File: src/rtl/mem_ctrl_pkg.sv
// Shared types and defaults for the memory access controller slice.
// Latency: n/a (types and constants only).
// Backpressure: n/a.
package mem_ctrl_pkg;

  localparam int DEF_AW       = 13;
  localparam int DEF_DW       = 16;
  localparam int DEF_MAX_WAIT = 15;

  typedef enum logic [2:0] {
    IDLE   = 3'd0,
    LOAD   = 3'd1,
    DRIVE  = 3'd2,
    ACCESS = 3'd3,
    RESP   = 3'd4
  } state_e;

  typedef enum logic {
    OWN_IF = 1'b0,
    OWN_D  = 1'b1
  } owner_e;

endpackage

File: src/rtl/mem_arb.sv
// 2-way arbiter: fetch vs data request -> one-hot grant, combinational.
// Latency: grant in the same cycle as the request while en is high.
// Backpressure: grants only when en is high; a losing request simply stays pending.
// Config: MEM_ARB_RR_EN selects round-robin (adds clk/rst and a last-grant pointer);
//         otherwise fixed priority with data always ahead of fetch.
// Ports: en (grant window), if_req/d_req in, if_gnt/d_gnt out.
module mem_arb
  import mem_ctrl_pkg::*;
(
`ifdef MEM_ARB_RR_EN
  input  logic clk,
  input  logic rst,
`endif
  input  logic en,
  input  logic if_req,
  input  logic d_req,
  output logic if_gnt,
  output logic d_gnt
);

`ifdef MEM_ARB_RR_EN
  // Remembers who was granted last; reset value IF means D is favoured first.
  owner_e last_q;

  always_ff @(posedge clk or posedge rst) begin
    if (rst) begin
      last_q <= OWN_IF;
    end else if (d_gnt) begin
      last_q <= OWN_D;
    end else if (if_gnt) begin
      last_q <= OWN_IF;
    end
  end

  always_comb begin
    d_gnt  = en & d_req & (~if_req | (last_q == OWN_IF));
    if_gnt = en & if_req & ~d_gnt;
  end
`else
  always_comb begin
    d_gnt  = en & d_req;
    if_gnt = en & if_req & ~d_req;
  end
`endif

endmodule

File: src/rtl/mem_access_ctrl.sv
// Sequencer sharing one MAR and memory port between fetch and data requesters.
// Latency: gnt -> rvalid is 3 cycles plus ACCESS cycles (min 4, max 3+MAX_WAIT).
// Backpressure: one transaction at a time; requests wait in IDLE, mem_ack is awaited up to MAX_WAIT cycles.
// Config: MEM_ARB_RR_EN enables round-robin arbitration (see mem_arb).
// Ports: if_* fetch request/response, d_* data request/response, mar_* MAR strobes/address,
//        mem_* memory port, busy high whenever not IDLE.
module mem_access_ctrl
  import mem_ctrl_pkg::*;
#(
  parameter int AW       = DEF_AW,
  parameter int DW       = DEF_DW,
  parameter int MAX_WAIT = DEF_MAX_WAIT
) (
  input  logic          clk,
  input  logic          rst,
  input  logic          if_req,
  input  logic [AW-1:0] if_addr,
  output logic          if_gnt,
  output logic          if_rvalid,
  output logic [DW-1:0] if_rdata,
  output logic          if_err,
  input  logic          d_req,
  input  logic          d_we,
  input  logic [AW-1:0] d_addr,
  input  logic [DW-1:0] d_wdata,
  output logic          d_gnt,
  output logic          d_rvalid,
  output logic [DW-1:0] d_rdata,
  output logic          d_err,
  output logic          mar_wr,
  output logic          mar_re,
  output logic [AW-1:0] mar_din,
  output logic          mem_en,
  output logic          mem_we,
  output logic [DW-1:0] mem_wdata,
  input  logic [DW-1:0] mem_rdata,
  input  logic          mem_ack,
  output logic          busy
);

  localparam int CW = $clog2(MAX_WAIT + 1);

  state_e        state_q, state_d;
  owner_e        owner_q;
  logic [AW-1:0] addr_q;
  logic [DW-1:0] wdata_q;
  logic [DW-1:0] rdata_q;
  logic          we_q;
  logic          err_q;
  logic [CW-1:0] cnt_q;
  logic          arb_en;
  logic          gnt_if;
  logic          gnt_d;
  logic          timeout;
  logic          resp;

  // Grants are combinational, so gate them with rst to keep every output low during reset.
  assign arb_en = (state_q == IDLE) && !rst;

  mem_arb u_arb (
`ifdef MEM_ARB_RR_EN
    .clk    (clk),
    .rst    (rst),
`endif
    .en     (arb_en),
    .if_req (if_req),
    .d_req  (d_req),
    .if_gnt (gnt_if),
    .d_gnt  (gnt_d)
  );

  assign timeout = (cnt_q == CW'(MAX_WAIT - 1));

  always_comb begin
    state_d = state_q;
    case (state_q)
      IDLE:    if (gnt_if || gnt_d) state_d = LOAD;
      LOAD:    state_d = DRIVE;
      DRIVE:   state_d = ACCESS;
      ACCESS:  if (mem_ack || timeout) state_d = RESP;
      RESP:    state_d = IDLE;
      default: state_d = IDLE;
    endcase
  end

  always_ff @(posedge clk or posedge rst) begin
    if (rst) begin
      state_q <= IDLE;
    end else begin
      state_q <= state_d;
    end
  end

  always_ff @(posedge clk or posedge rst) begin
    if (rst) begin
      owner_q <= OWN_IF;
      addr_q  <= '0;
      wdata_q <= '0;
      we_q    <= 1'b0;
      rdata_q <= '0;
      err_q   <= 1'b0;
      cnt_q   <= '0;
    end else begin
      if (gnt_if || gnt_d) begin
        owner_q <= gnt_d ? OWN_D : OWN_IF;
        addr_q  <= gnt_d ? d_addr : if_addr;
        we_q    <= gnt_d & d_we;
        wdata_q <= gnt_d ? d_wdata : '0;
      end
      // Wait counter runs only in ACCESS and sticks at MAX_WAIT rather than wrapping.
      if (state_q == ACCESS) begin
        if (cnt_q != CW'(MAX_WAIT)) cnt_q <= cnt_q + CW'(1);
      end else begin
        cnt_q <= '0;
      end
      // An ack on the final wait cycle still counts as success.
      if (state_q == ACCESS) begin
        if (mem_ack) begin
          rdata_q <= we_q ? '0 : mem_rdata;
          err_q   <= 1'b0;
        end else if (timeout) begin
          rdata_q <= '0;
          err_q   <= 1'b1;
        end
      end
    end
  end

  assign resp      = (state_q == RESP);
  assign if_gnt    = gnt_if;
  assign d_gnt     = gnt_d;
  assign if_rvalid = resp && (owner_q == OWN_IF);
  assign d_rvalid  = resp && (owner_q == OWN_D);
  assign if_rdata  = if_rvalid ? rdata_q : '0;
  assign d_rdata   = d_rvalid ? rdata_q : '0;
  assign if_err    = if_rvalid & err_q;
  assign d_err     = d_rvalid & err_q;
  assign mar_wr    = (state_q == LOAD);
  assign mar_re    = (state_q == DRIVE);
  assign mar_din   = mar_wr ? addr_q : '0;
  assign mem_en    = (state_q == ACCESS);
  assign mem_we    = mem_en & we_q;
  assign mem_wdata = mem_en ? wdata_q : '0;
  assign busy      = (state_q != IDLE);

endmodule
File: config.mk
export PLATFORM = sky130hd
export DESIGN_NAME = mem_access_ctrl
export DESIGN_NICKNAME = d
export VERILOG_FILES = /design/src/rtl/mem_ctrl_pkg.sv /design/src/rtl/mem_arb.sv /design/src/rtl/mem_access_ctrl.sv
export SDC_FILE = /design/constraint.sdc
export NUM_CORES = 1
export LEC_CHECK = 0
export ABC_AREA = 1
export CAP_MARGIN = 40
export CORE_UTILIZATION = 35
export DETAILED_ROUTE_END_ITERATION = 8
export GPL_TIMING_DRIVEN = 1
export PLACE_DENSITY_LB_ADDON = 0.05
export SLEW_MARGIN = 20
export SYNTH_ARGS = -nofsm -noshare
export SYNTH_HDL_FRONTEND = slang
export SYNTH_SLANG_ARGS = --single-unit
export TNS_END_PERCENT = 1
File: constraint.sdc
create_clock -name clk -period 3.2 [get_ports clk]
set_input_delay 0.32 -clock clk [delete_from_list [all_inputs] [get_ports clk]]
set_output_delay 0.32 -clock clk [all_outputs]
set_load 0.05 [all_outputs]
Yosys cells after proc, flatten, opt, wreduce, memory -nomap -nowiden
Index checks and enable logic that the tools add are counted.
{"block": "op_classes", "eq_ne": 9, "reduce_logical": 11, "addsub": 1, "n_mux": 17, "n_bitwise": 9}
{"operator": "$mux 16", "n": 7}
{"operator": "$mux 13", "n": 2}
{"operator": "$pmux 3 s4", "n": 1}
{"operator": "$mux 4", "n": 2}
{"operator": "$and 1x1->1", "n": 7}
{"operator": "$eq 3x2->1 const B", "n": 2}
{"operator": "$mux 3", "n": 2}
{"operator": "$ne 2x1->1 const B", "n": 3}
{"operator": "$add 4x1->4 const B", "n": 1}
{"operator": "$eq 4x4->1 const B", "n": 1}
{"operator": "$ne 4x4->1 const B", "n": 1}
{"operator": "$reduce_and 2->1", "n": 2}
{"operator": "$eq 3x1->1 const B", "n": 1}
{"operator": "$eq 3x3->1 const B", "n": 1}
{"operator": "$logic_and 1x1->1", "n": 3}
{"operator": "$logic_not 3->1", "n": 1}
{"operator": "$mux 1", "n": 3}
{"operator": "$reduce_bool 3->1", "n": 1}
{"operator": "$logic_or 1x1->1", "n": 2}
{"operator": "$not 1->1", "n": 2}
{"operator": "$reduce_bool 2->1", "n": 1}
{"operator": "$logic_not 1->1", "n": 1}
{"block": "totals", "elab_cells": 55, "out_inout_bits": 72, "reg_bits": 55, "input_bits": 64}

Logic depth before layout (Yosys ltp)
{"block": "logic_depth", "ltp_word": 7, "depth_mapped": 9, "mapped_depth_nobuf": 9}

Modules after synthesis
A second synthesis with hierarchy kept.
{"block": "hier_totals", "cells_unflattened": 392, "area_unflattened_um2": 2875.3}
{"mod": "mem_access_ctrl", "instances": 1, "area_each_um2": 2857.7, "cells_each": 388, "seq_area_each_um2": 1376.3}
{"mod": "mem_arb", "instances": 1, "area_each_um2": 17.5, "cells_each": 4, "seq_area_each_um2": 0.0}

Worst setup path after synthesis
OpenSTA, ideal clock, no wires.
{"block": "synth_timing", "kind": "flip-flop to output port", "start": "reg state_q[1]", "end": "out d_rdata[10]", "required_ns": 2.880, "n_path_buf": 1, "setup_slack_ns": 0.529, "path_stages_with_launch": 7, "arrival_ns": 2.351, "cell_sequence": "dfrtp_1 -> inv_2 -> nand3_1 -> nor2_1 -> inv_2 -> buf_6 -> nor2_1"}
{"block": "synth_via", "elab_chain_len": 3}
{"element": "start: declaration", "line": "mem_access_ctrl.sv:43", "rtl": "state_e state_q, state_d;"}
{"element": "start signal: assignment", "line": "mem_access_ctrl.sv:90", "rtl": "state_q <= state_d;"}
{"element": "$eq 3x3->1", "line": "mem_access_ctrl.sv:129", "rtl": "assign resp = (state_q == RESP);"}
{"element": "$logic_and 1x1->1", "line": "mem_access_ctrl.sv:133", "rtl": "assign d_rvalid = resp && (owner_q == OWN_D);"}
{"element": "via d_rvalid", "line": "mem_access_ctrl.sv:27", "rtl": "output logic d_rvalid,"}
{"element": "$mux 16", "line": "mem_access_ctrl.sv:135", "rtl": "assign d_rdata = d_rvalid ? rdata_q : '0;"}
{"element": "end: declaration", "line": "mem_access_ctrl.sv:28", "rtl": "output logic [DW-1:0] d_rdata,"}
The timed path passes the listed nets, and every way through them passes these cells.

Worst setup path in the final report
{"block": "layout_timing", "start": "reg state_q[2]", "end": "out mem_en"}
{"block": "layout_via", "elab_chain_len": 1}
{"element": "$eq 3x2->1", "line": "mem_access_ctrl.sv:141", "rtl": "assign mem_en = (state_q == ACCESS);"}
{"element": "end: declaration", "line": "mem_access_ctrl.sv:33", "rtl": "output logic mem_en,"}
No other way between the ends.

==> flow_metrics.tcl <==
set metrics [dict create \
    status "finished clean" \
    setup_tns_ns 0 \
    layout_commonest_cell "clkdlybuf4s50_1" \
    power_density_nw_per_um2 693 \
    yosysUniqueCellTypes 29 \
    nFillCells 849 \
    die_area_um2 9050 \
    holdBufCountCts 0 \
    die_h_um 95.1 \
    place_congestion 0.775 \
    synth_nets 468 \
    antenna_left 0 \
    drc 0 \
    cts.path.max_buffers 2 \
    finalSetupViolCount 0 \
    synth.ff_latch_count 55 \
    critical_path_class "register to primary output" \
    netlist.area_leader.share_pct 45.3 \
    synth_top_area_cell "dfrtp_1" \
    rrSetupSlack_ns 1.28 \
    fp-row-count 33 \
    ys_warn_count 0 \
    cp_data_arrival_time_ns 2.42 \
    fin_skew_ns 0.00591 \
    hold_violations 0 \
    startpoint_type "register" \
    synth_area_per_cell_um2 7.55 \
    final_cell_area_um2 4510 \
    maxCapViolations 0 \
    dp_hpwl_mm 5.57 \
    max_slew_margin_pct 48.0 \
    p_comb_share_pct 53.0 \
    leakage_uw 0.00207 \
    firstDrtPassIters 4 \
    first_global_vias 2790 \
    drive_above_1_share_pct 7.58 \
    fin_ws_ns 0.456 \
    h-tree-depth 2 \
    switching_share_pct 46.4 \
    cts_resized 0 \
    fin_nets 595 \
    initial_core_util_pct 36.6 \
    clk_pin_slew_ns 0.09 \
    cts_setup_buffers 0 \
    placed_area_um2 4430 \
    fmax_ghz 0.364 \
    final_cell_mix "133 x clkdlybuf4s50_1, 85 x inv_1, 70 x nor2_1, 62 x nand2_1, 55 x dfrtp_1" \
    vias 2864 \
    core_um2 8300 \
    p_clk_share_pct 11.4 \
    finalCritPeriodShare_pct 85.8 \
    worstRegToRegCells 6 \
    cts_made_buffers 5 \
    synthTopCellsByArea "dfrtp_1 45%, inv_1 11%, nor2_1 8.7%" \
    hp-class "input pin to async pin" \
    wl_per_cell_um 12.0 \
    clk_latency_ns 0.30 \
    grt.overflow.total 0 \
    grt_pass1_wl_mm 12.7 \
    die_x_um 95.1 \
    drtIter0Drc 111 \
    synthCells 402 \
    cp-end-kind "primary output" \
    slew_viol_final 0 \
    whs_ns 0.211 \
    period_needed_ns 2.74 \
    tightest_slew_ns 0.780 \
    pre_cts_slack_ns 0.753 \
    grt.total_usage_pct 17.8 \
    cts_tree "built" \
    cp_data_required_time_ns 2.88 \
    grt_max_degree 55 \
    synth_area_um2 3040 \
    rsz0062_at_grt "false" \
    io_buffers 135 \
    area.sequential_um2 1380 \
    root_buffer "clkbuf_8" \
    switchingPower_uw 1450 \
    io_pins 136 \
    viasPerCell 4.52 \
    p_int_uw 1670 \
    antenna_found_initial 0 \
    multi_input_area_um2 1180 \
    routed_wirelength_mm 7.57 \
    cts_sinks 55 \
    seqPwrFrac_pct 35.6 \
    syn_to_final_growth_pct 48.4 \
    ir_drop_mv 0.356 \
    num_antenna_cells 0 \
    path_max_fanout 22 \
    ys_seq_area_share_pct 45.3 \
]
==> through the flow <==
stage	total power [uW]	instances	util, %
after floorplan	2310	402	-
after global placement	2770	626	53.3
after detailed placement	2810	627	53.4
after CTS	3170	633	54.3
after global routing	3370	633	54.3
final	3120	633	54.3
==> layer usage <==
metal | track usage [%] | wire length [um] | vias up
li1 | - | - | 1471
met1 | 21.3 | 3240 | 1301
met2 | 31.9 | 3690 | 87
met3 | 4.94 | 587 | 5
met4 | 3.41 | 54 | 0
met5 | 0 | 0 | -
==> final cells by class <==
class | instances | area share, %
tap | 105 | 2.92
inverter | 92 | 7.66
sequential | 55 | 30.5
clock buffer | 6 | 1.61
multi-input combinational | 236 | 26.2
timing repair buffer | 139 | 31.1
==> registers in the layout, summed over array words and instances (netlist names) <==
signal / count
owner_q: 1
we_q: 1
addr_q: 13
cnt_q: 4
err_q: 1
state_q: 3
wdata_q: 16
rdata_q: 16
==> final timing paths <==
path                                to       start
hold reg to reg              addr_q[1]   addr_q[1]
max in group asynchronous  rdata_q[14]         rst
setup / recovery                mem_en  state_q[2]
setup reg to reg            wdata_q[0]  state_q[0]
hold / removal              state_q[0]         rst
min in group clk             addr_q[1]   addr_q[1]
==> synth_stat cells <==
library cell,number
buf_6,3
o21ai_0,25
nor2_1,70
nand3_1,32
inv_2,6
dfrtp_1,55
o21ai_1,2
buf_2,12
o21ai_4,1
nand4_1,17
a31o_2,1
nand3_2,2
xnor2_1,1
nand3_4,1
o31ai_1,1
nand2_1,62
nand4_4,1
a21oi_1,1
nand2_2,2
inv_1,86
buf_4,3
ha_1,2
nor2_4,1
a21oi_2,1
nor2_2,2
o21ai_2,9
nor2_8,1
buf_12,1
nand3b_1,1
==> power by group through the flow <==
stage | sequential (uW) | clock, uW | combinational (uW)
floorplan | 1090 | 0 | 1210
global placement | 1120 | 0 | 1650
detailed placement | 1120 | 0 | 1680
CTS | 1110 | 372 | 1690
global route | 1150 | 399 | 1820
finish | 1110 | 356 | 1660
==> critical path, stage by stage (launching register included) <==
cell	delay, ns
dfrtp_1	0.43
inv_1	0.15
nand3_4	0.26
inv_2	0.40
clkdlybuf4s50_1	0.88
==> cells by family after synthesis <==
| group | Yosys count | share of synthesized area, % |
|---|---|---|
| buf+inv | 111 | 15.9 |
| xor+xnor | 1 | 0.288 |
| flops | 55 | 45.3 |
| compound gates | 41 | 8.57 |
| simple gates | 192 | 29.1 |
| fa+ha+maj | 2 | 0.824 |
Power figures use the tool's default switching activity.
